File: config.mk
export PLATFORM = sky130hd
export DESIGN_NAME = bcd_digit_accumulator
export DESIGN_NICKNAME = d
export VERILOG_FILES = /design/src/rtl/bcd_pkg.sv /design/src/rtl/bcd_digit_add.sv /design/src/rtl/bcd_digit_accumulator.sv
export SDC_FILE = /design/constraint.sdc
export NUM_CORES = 1
export LEC_CHECK = 0
export BUFFER_PORTS_ARGS = -buffer_cell sky130_fd_sc_hd__buf_2
export CAP_MARGIN = 5
export CORE_MARGIN = 2
export CORE_UTILIZATION = 45
export CTS_BUF_LIST = sky130_fd_sc_hd__clkbuf_4
export CTS_CLUSTER_DIAMETER = 60
export CTS_CLUSTER_SIZE = 10
export DETAILED_ROUTE_END_ITERATION = 16
export GPL_TIMING_DRIVEN = 1
export PLACE_DENSITY = 0.67
export SYNTH_ARGS = -nofsm -noshare
export SYNTH_HDL_FRONTEND = slang
export SYNTH_SLANG_ARGS = --single-unit
File: constraint.sdc
create_clock -name clk -period 5.09 [get_ports clk]
set_input_delay 0.2545 -clock clk [delete_from_list [all_inputs] [get_ports clk]]
set_output_delay 0.2545 -clock clk [all_outputs]
set_load 0.02 [all_outputs]
File: src/rtl/bcd_pkg.sv
// Shared BCD types and constants for the digit accumulator and its digit adder.
package bcd_pkg;

  localparam int              BCD_DIGIT_W = 4;
  localparam logic [3:0]      BCD_MAX     = 4'd9;
  localparam logic [3:0]      BCD_CORR    = 4'd6;

  typedef enum logic [1:0] {IDLE, ADD, DONE} acc_state_t;

  typedef logic [BCD_DIGIT_W-1:0] bcd_digit_t;

  function automatic logic is_legal_digit(input bcd_digit_t d);
    return d <= BCD_MAX;
  endfunction

endpackage

File: src/rtl/bcd_digit_add.sv
// Combinational one-digit BCD adder: a + b + cin with >= 10 detection and +6 correction.
// Zero latency; no handshake.
module bcd_digit_add
  import bcd_pkg::*;
(
  input  bcd_digit_t a,
  input  bcd_digit_t b,
  input  logic       cin,
  output bcd_digit_t sum,
  output logic       cout
);

  logic [BCD_DIGIT_W:0] s;
  logic                 ge10;

  always_comb begin
    s    = {1'b0, a} + {1'b0, b} + {{BCD_DIGIT_W{1'b0}}, cin};
    ge10 = (s > {1'b0, BCD_MAX});
    // Adding 6 modulo 16 skips the six unused codes and leaves the decimal remainder.
    sum  = ge10 ? (s[BCD_DIGIT_W-1:0] + BCD_CORR) : s[BCD_DIGIT_W-1:0];
    cout = ge10;
  end

endmodule

File: src/rtl/bcd_digit_accumulator.sv
// Packed-BCD running total, one digit accepted per handshake in IDLE, carry rippled one digit per clock;
// done 2..DIGITS+1 cycles after accept. Optional BCD_ACC_SATURATE_EN pins the total at all nines on overflow.
module bcd_digit_accumulator
  import bcd_pkg::*;
#(
  parameter int DIGITS = 2,
  parameter int DW     = BCD_DIGIT_W
) (
  input  logic                 clk,
  input  logic                 rst,
  input  logic                 clear,
  input  logic                 in_valid,
  output logic                 in_ready,
  input  logic [DW-1:0]        in_data,
  output logic [DW*DIGITS-1:0] bcd_total,
  output logic                 done,
  output logic                 overflow,
  output logic                 err
);

  localparam int                IDX_W    = (DIGITS > 1) ? $clog2(DIGITS) : 1;
  localparam logic [IDX_W-1:0]  LAST_IDX = IDX_W'(DIGITS - 1);

  acc_state_t             state_q, state_d;
  logic [DW*DIGITS-1:0]   total_q, total_d;
  bcd_digit_t             addend_q, addend_d;
  logic                   carry_q, carry_d;
  logic [IDX_W-1:0]       idx_q, idx_d;
  logic                   done_q, done_d;
  logic                   err_q, err_d;
  logic                   overflow_q, overflow_d;

  bcd_digit_t             add_a, add_b, add_sum;
  logic                   add_cout;

  // The single adder is steered to the digit currently being updated.
  always_comb begin
    add_a = total_q[idx_q*DW +: DW];
    add_b = (idx_q == '0) ? addend_q : '0;
  end

  bcd_digit_add u_digit_add (
    .a    (add_a),
    .b    (add_b),
    .cin  (carry_q),
    .sum  (add_sum),
    .cout (add_cout)
  );

  always_comb begin
    state_d    = state_q;
    total_d    = total_q;
    addend_d   = addend_q;
    carry_d    = carry_q;
    idx_d      = idx_q;
    done_d     = 1'b0;
    err_d      = 1'b0;
    overflow_d = overflow_q;

    if (clear) begin
      state_d    = IDLE;
      total_d    = '0;
      addend_d   = '0;
      carry_d    = 1'b0;
      idx_d      = '0;
      overflow_d = 1'b0;
    end else begin
      case (state_q)
        IDLE: begin
          if (in_valid) begin
            if (is_legal_digit(in_data)) begin
              addend_d = in_data;
              carry_d  = 1'b0;
              idx_d    = '0;
              state_d  = ADD;
            end else begin
              err_d = 1'b1;
            end
          end
        end
        ADD: begin
          total_d[idx_q*DW +: DW] = add_sum;
          carry_d                 = add_cout;
          if (!add_cout || idx_q == LAST_IDX) begin
            state_d = DONE;
            done_d  = 1'b1;
            if (add_cout) begin
              overflow_d = 1'b1;
`ifdef BCD_ACC_SATURATE_EN
              total_d    = {DIGITS{BCD_MAX}};
`endif
            end
          end else begin
            idx_d = idx_q + IDX_W'(1);
          end
        end
        DONE:    state_d = IDLE;
        default: state_d = IDLE;
      endcase
    end
  end

  always_ff @(posedge clk or posedge rst) begin
    if (rst) begin
      state_q    <= IDLE;
      total_q    <= '0;
      addend_q   <= '0;
      carry_q    <= 1'b0;
      idx_q      <= '0;
      done_q     <= 1'b0;
      err_q      <= 1'b0;
      overflow_q <= 1'b0;
    end else begin
      state_q    <= state_d;
      total_q    <= total_d;
      addend_q   <= addend_d;
      carry_q    <= carry_d;
      idx_q      <= idx_d;
      done_q     <= done_d;
      err_q      <= err_d;
      overflow_q <= overflow_d;
    end
  end

  assign in_ready  = (state_q == IDLE);
  assign bcd_total = total_q;
  assign done      = done_q;
  assign overflow  = overflow_q;
  assign err       = err_q;

endmodule
Word level (Yosys, flattened, before mapping)
Index checks and enable logic that the tools add are counted.
{ "totals": {"latch_bits": 0, "out_inout_bits": 12, "rom_bits": 0, "mem_bits_rw": 0, "wordCells": 70, "memories": 0, "regBits": 19} }
{ "classes": {"muxes": 32, "n_eq_ne": 5, "n_bitwise": 0, "n_addsub": 5, "div_mod_pow": 0, "n_mul": 0, "shifts": 3, "n_reduce_logical": 15, "magnitude_cmp": 2} }
{ "op_table": {"columns": ["op", "count"], "rows": [
  ["3-bit negator with 34-bit output", 1],
  ["4-bit by 34-bit variable shift with 8-bit output (first input constant)", 1],
  ["4-bit by 34-bit indexed part select with 8-bit output", 1],
  ["4-bit two-way mux", 6],
  ["1-bit two-way mux", 16],
  ["8-bit two-way mux", 2],
  ["3-bit AND reduction", 4],
  ["2-bit nonzero test", 6],
  ["3-bit != test (second input constant)", 3],
  ["8-bit bitwise mux", 1],
  ["2-bit two-way mux", 4],
  ["8-bit by 4-bit indexed part select with 4-bit output", 1],
  ["4-bit by 4-bit adder with 5-bit output", 1],
  ["5-bit by 1-bit adder with 5-bit output", 1],
  ["5-bit by 4-bit greater-than comparator with 1-bit output (second input constant)", 1],
  ["4-bit by 3-bit adder with 4-bit output (second input constant)", 1],
  ["4-bit <= comparator (second input constant)", 1],
  ["1-bit one-hot mux with 2 select lines", 2],
  ["2-bit one-hot mux with 2 select lines", 1],
  ["4-bit AND reduction", 1],
  ["3-bit by 2-bit != test with 1-bit output (second input constant)", 1],
  ["3-bit nonzero test", 1],
  ["2-bit by 1-bit equality test with 1-bit output (second input constant)", 1],
  ["2-bit zero test", 1],
  ["3 further kinds", 3]
]} }

Logic depth before layout (Yosys ltp)
{ "depth": {"word_depth": 9, "depth_mapped": 9} }

By module
Synthesis repeated with hierarchy kept, for this count alone.
{ "hier_totals": {"cells_unflattened": 109, "area_unflattened_um2": 1168.6} }
{ "modules_own_cells": {"columns": ["mod", "n_inst", "area_each_um2", "cells_each"], "rows": [
  ["bcd_digit_accumulator", 1, 957.2, 87],
  ["bcd_digit_add", 1, 211.5, 22]
]} }

Worst setup path before layout
OpenSTA, ideal clock, no wires.
{ "synth_timing": {"path_type": "register to register", "startpoint": "register idx_q", "endpoint": "register total_q[6] (netlist: bcd_total[6])", "setup_ns": 0.121, "period_less_slack_ns": 2.871, "n_path_buf": 1, "stages_incl_launch_ff": 10, "slack_ns": 2.219, "arrival_time_ns": 2.750, "cell_sequence": "dfrtp_1 -> clkbuf_1 -> mux2_2 -> fa_1 -> fa_1 -> xnor2_1 -> o2bb2ai_2 -> o21bai_4 -> mux2i_1 -> a22o_1"} }
{ "synth_between": {"elab_chain_len": 9, "word_cells_on_any_way": 13} }
{ "synth_lines": {"columns": ["element", "line", "source"], "rows": [
  ["start: declaration", "bcd_digit_accumulator.sv:28", "logic [IDX_W-1:0] idx_q, idx_d;"],
  ["start signal: assignment", "bcd_digit_accumulator.sv:118", "idx_q <= idx_d;"],
  ["8-bit by 4-bit indexed part select with 4-bit output or 4-bit two-way mux (tied branches)", "bcd_digit_accumulator.sv:38, bcd_digit_accumulator.sv:39", null],
  ["4-bit by 4-bit adder with 5-bit output", "bcd_digit_add.sv:17", "s = {1'b0, a} + {1'b0, b} + {{BCD_DIGIT_W{1'b0}}, cin};"],
  ["5-bit by 1-bit adder with 5-bit output", "bcd_digit_add.sv:17", null],
  ["4-bit by 3-bit adder with 4-bit output or 5-bit by 4-bit greater-than comparator with 1-bit output (tied branches)", "bcd_digit_add.sv:20, bcd_digit_add.sv:18", null],
  ["4-bit two-way mux", "bcd_digit_add.sv:20", "sum = ge10 ? (s[BCD_DIGIT_W-1:0] + BCD_CORR) : s[BCD_DIGIT_W-1:0];"],
  ["4-bit by 34-bit indexed part select with 8-bit output", "bcd_digit_accumulator.sv:82", "total_d[idx_q*DW +: DW] = add_sum;"],
  ["8-bit bitwise mux (*)", "bcd_digit_accumulator.sv:82", null],
  ["8-bit two-way mux (*)", "bcd_digit_accumulator.sv:68", "case (state_q)"],
  ["8-bit two-way mux (*)", "bcd_digit_accumulator.sv:60", "if (clear) begin"],
  ["end signal: assignment", "bcd_digit_accumulator.sv:115", "total_q <= total_d;"],
  ["end: declaration", "bcd_digit_accumulator.sv:25", "logic [DW*DIGITS-1:0] total_q, total_d;"]
]} }
Every way passes the cells marked *; elsewhere a longest branch is shown, timed or not. The select of a mux whose other input is x is not followed.
A chain may end at the register's enable or synchronous reset.

Final worst setup path
Ends and elaborated chain as after synthesis.

==> out/qor.log <==
INFO  floorplanning  fp-row-count=17
INFO  timing         timing.clock.skew=0.00816ns
INFO  floorplanning  floorplan.die.width=51.9um
INFO  layout         synthToLayoutAreaGrowth=14.5%
INFO  critical_path  ff2ff_setup_slack=2.14ns
INFO  detailed_routing drt_iter0_markers=13
INFO  synth          largest_family_of_logic_cells_by_synthesized_area=compound AO/OA/AOI/OAI gates
INFO  critical_path  path_max_fanout=12
INFO  timing         grt_setup_unrepaired=false
INFO  synth          post_synth_and_or_nand_nor_area_fraction=0.116
INFO  synth          yosysWarningCount=0
INFO  clock_network  path_clk_slew=0.11ns
INFO  global_route   grt_start_max_net_pins=20
INFO  power_and_ir_drop p_per_area=232mW/mm^2
INFO  global_route   gr_overflow_total=0
INFO  critical_path  worstSetupEndpointType=register
INFO  clock_network  post_cts.resized_instances=0
INFO  detailed_routing detailedRoute.firstPassIterationCount=4
INFO  power_and_ir_drop vdd_drop_max=0.171mV
INFO  place          place.port_buffers=19
INFO  clock_network  clkSinkCount=19
INFO  floorplanning  core_area=0.00219mm^2
INFO  synth          synth_instances=93
INFO  critical_path  timing.rr.start=idx_q
INFO  min_path       timing.hold.worst.class=input pin to async pin
INFO  timing         fin_crit_sh=0.580
INFO  floorplanning  die_area=0.00270mm^2
INFO  synth          fraction_of_the_mapped_netlist_area_in_compound_gates=0.206
INFO  synth          ys_types=24
INFO  floorplanning  io-pin-count=20
INFO  critical_path  cp_data_required_time=5.33ns
INFO  synth          seq_area_frac_synth=0.460
INFO  clock_network  clock_latency=0.30ns
INFO  detailed_routing drt_drc_violations_left=0
INFO  global_route   gr-usage-all-layers=0.164
INFO  layout         final_design_area_no_fill=0.00118mm^2
INFO  critical_path  setup.worst_path.end=bcd_total[6]
INFO  detailed_routing ant_nets=0
INFO  synth          adder_cell_fraction_of_synth_area=0.0872
INFO  clock_network  cts_hold_buf=0
INFO  timing         worst-slew-pin-transition=0.702ns
INFO  synth          synth_nets=107
INFO  timing         max_clock_freq=339MHz
INFO  synth          synthDominantAreaCellType=sky130_fd_sc_hd__dfrtp_1
INFO  critical_path  worst_r2r_path_depth=8
INFO  timing         period_needed=2.95ns
INFO  place          dpl_cell_area=0.00116mm^2
INFO  detailed_routing wire_per_inst=13.4um
INFO  timing         setup_viol_count_final=0
INFO  detailed_routing via_count=761
INFO  clock_network  cts_post_setup_buffers_inserted=0
INFO  synth          synth_mux_area_frac=0.0920
INFO  layout         finish.net_count=129
INFO  synth          synth_top_cells_by_area=sky130_fd_sc_hd__dfrtp_1, sky130_fd_sc_hd__a22o_1, sky130_fd_sc_hd__ha_1
INFO  detailed_routing wirelength=1910um
INFO  timing         maxSlewHeadroom=0.532
INFO  place          place.gp.congestion=0.776
INFO  place          pre_cts_slack=2.14ns
INFO  clock_network  ctsHtreeMaxLevel=1
INFO  flow_run       max-cap-violations=0
INFO  critical_path  critical_path_class=register to register
INFO  synth          postSynthAreaPerCell=11.1um^2
INFO  critical_path  worstSetupStartpoint=idx_q
INFO  synth          mappedNetlistArea=0.00103mm^2
INFO  detailed_routing drt-vias-per-instance=5.36
INFO  clock_network  clockBufferDepth=2
INFO  timing         layout_setup_ws=2.14ns
INFO  synth          synth_xor_area_frac=0.0169
INFO  layout         final_cell_utilization_of_the_core=0.540
INFO  synth          synth.top_cell.area_share=0.460
INFO  critical_path  critPathArrivalTime=3.19ns
INFO  critical_path  cp-start-kind=register
INFO  layout         antenna-diode-count=0
INFO  power_and_ir_drop cellLeakagePower=0.612nW
INFO  layout         post_route_cells_drive_above_1_share=0.272
INFO  place          hpwlAfterDp=1480um
INFO  timing         pins_over_slew_limit=0
INFO  clock_network  cts_inserted_buffers=3
INFO  global_route   grt_pass1_vias=757
INFO  floorplanning  die-height=51.9um
INFO  clock_network  cts_root_buf=sky130_fd_sc_hd__clkbuf_4
INFO  global_route   grt_pass1_wl=3310um
INFO  timing         hold_viol=0
INFO  synth          synth-seq-cells=19
INFO  critical_path  regToRegEndpoint=bcd_total[6]
INFO  floorplanning  initial_cell_density_of_the_core=0.472
INFO  clock_network  tritoncts_clock_tree=yes
INFO  timing         final_setup_tns=0ns
INFO  status         status=completed
INFO  global_route   antenna_found_initial=0
-- power by group --
| part | total (mW) | internal, mW | switching (mW) |
|---|---|---|---|
| clock | 0.0762 | 0.0293 | 0.0470 |
| combinational | 0.0414 | 0.0159 | 0.0255 |
| sequential | 0.157 | 0.155 | 0.00208 |
-- layout make-up --
type	count	area [um^2]
well taps	28	35.0
flip-flops and latches	19	475
multi-input cells	68	536
clock inverters	1	5.00
fillers	193	1010
inverters	4	15.0
clock buffers	3	22.5
repair buffers	19	95.1
-- state kept, by name, summed over array words and instances, names as in the netlist --
| register | flops |
|---|---|
| addend_q | 4 |
| bcd_total | 8 |
| carry_q | 1 |
| done | 1 |
| err | 1 |
| idx_q | 1 |
| overflow | 1 |
| state_q | 2 |
-- routing by layer --
layer | global-route usage | part of all wire
met4 | 0.0526 | 0.013
met1 | 0.216 | 0.47
met3 | 0.0345 | 0.042
met2 | 0.268 | 0.48
met5 | 0 | 0
-- cells in the mapped netlist --
library cell,instances
sky130_fd_sc_hd__dfrtp_1,19
sky130_fd_sc_hd__a22o_1,9
sky130_fd_sc_hd__nor2_1,8
sky130_fd_sc_hd__nand2_1,6
sky130_fd_sc_hd__a21oi_1,5
sky130_fd_sc_hd__mux2i_1,5
sky130_fd_sc_hd__nor2b_1,5
sky130_fd_sc_hd__ha_1,4
sky130_fd_sc_hd__inv_1,4
sky130_fd_sc_hd__mux2_2,4
sky130_fd_sc_hd__nand3_1,3
sky130_fd_sc_hd__nor3_1,3
sky130_fd_sc_hd__o21ai_0,3
sky130_fd_sc_hd__a211oi_1,2
sky130_fd_sc_hd__clkbuf_1,2
sky130_fd_sc_hd__fa_1,2
sky130_fd_sc_hd__xnor2_1,2
sky130_fd_sc_hd__a211oi_4,1
sky130_fd_sc_hd__nand2b_1,1
sky130_fd_sc_hd__o211ai_1,1
sky130_fd_sc_hd__o21ba_2,1
sky130_fd_sc_hd__o21bai_4,1
sky130_fd_sc_hd__o2bb2ai_2,1
sky130_fd_sc_hd__o31ai_1,1
-- logic make-up after synthesis --
family,Yosys count
simple gates,26
compound gates,25
flops,19
mux,9
buf+inv,6
fa+ha+maj,6
xor+xnor,2
-- through the flow --
| step | std cells | power, mW | hold WS, ns |
|---|---|---|---|
| 2_1_floorplan | 93 | 0.190 | 0.206 |
| 4_1_cts | 142 | 0.277 | 0.0721 |
| 5_1_grt | 142 | 0.288 | 0.109 |
| 3_3_place_gp | 138 | 0.200 | 0.384 |
| 3_5_place_dp | 138 | 0.201 | 0.405 |
| 6_report | 142 | 0.274 | 0.0432 |
-- worst max-delay path, cell delays in order (launching register included) --
cell	delay, ns
sky130_fd_sc_hd__dfrtp_1	0.59
sky130_fd_sc_hd__mux2_2	0.40
sky130_fd_sc_hd__fa_1	0.46
sky130_fd_sc_hd__fa_1	0.43
sky130_fd_sc_hd__xnor2_1	0.20
sky130_fd_sc_hd__o2bb2ai_2	0.16
sky130_fd_sc_hd__o21bai_4	0.22
sky130_fd_sc_hd__mux2i_1	0.27
sky130_fd_sc_hd__a22o_1	0.16
-- worst min path at each step --
stage               startpoint           to  slack (ns)  cells after the start
floorplan                  rst  addend_q[0]        0.21                      1
global placement           rst     overflow        0.38                      2
detailed placement         rst         done        0.40                      2
CTS                        rst         done        0.07                      2
global route               rst     overflow        0.11                      2
finish                     rst     overflow        0.04                      2
-- placed cells by master (no fill, tap or decap) --
cell,Yosys,routed
sky130_fd_sc_hd__mux2_2,4,4
sky130_fd_sc_hd__o21ba_2,1,1
sky130_fd_sc_hd__nor2b_1,5,5
sky130_fd_sc_hd__a211oi_1,2,2
sky130_fd_sc_hd__o31ai_1,1,1
sky130_fd_sc_hd__nor3_1,3,3
sky130_fd_sc_hd__o21ai_0,3,3
sky130_fd_sc_hd__nand3_1,3,3
sky130_fd_sc_hd__a211oi_4,1,1
sky130_fd_sc_hd__a22o_1,9,9
sky130_fd_sc_hd__buf_2,0,19
sky130_fd_sc_hd__o21bai_4,1,1
sky130_fd_sc_hd__clkinv_2,0,1
sky130_fd_sc_hd__clkbuf_4,0,3
sky130_fd_sc_hd__fa_1,2,2
sky130_fd_sc_hd__inv_1,4,4
sky130_fd_sc_hd__nand2b_1,1,1
sky130_fd_sc_hd__xnor2_1,2,2
sky130_fd_sc_hd__ha_1,4,4
sky130_fd_sc_hd__dfrtp_1,19,19
sky130_fd_sc_hd__nor2_1,8,8
sky130_fd_sc_hd__o2bb2ai_2,1,1
sky130_fd_sc_hd__a21oi_1,5,5
sky130_fd_sc_hd__o211ai_1,1,1
sky130_fd_sc_hd__mux2i_1,5,5
sky130_fd_sc_hd__nand2_1,6,6
Power figures use the tool's default switching activity.
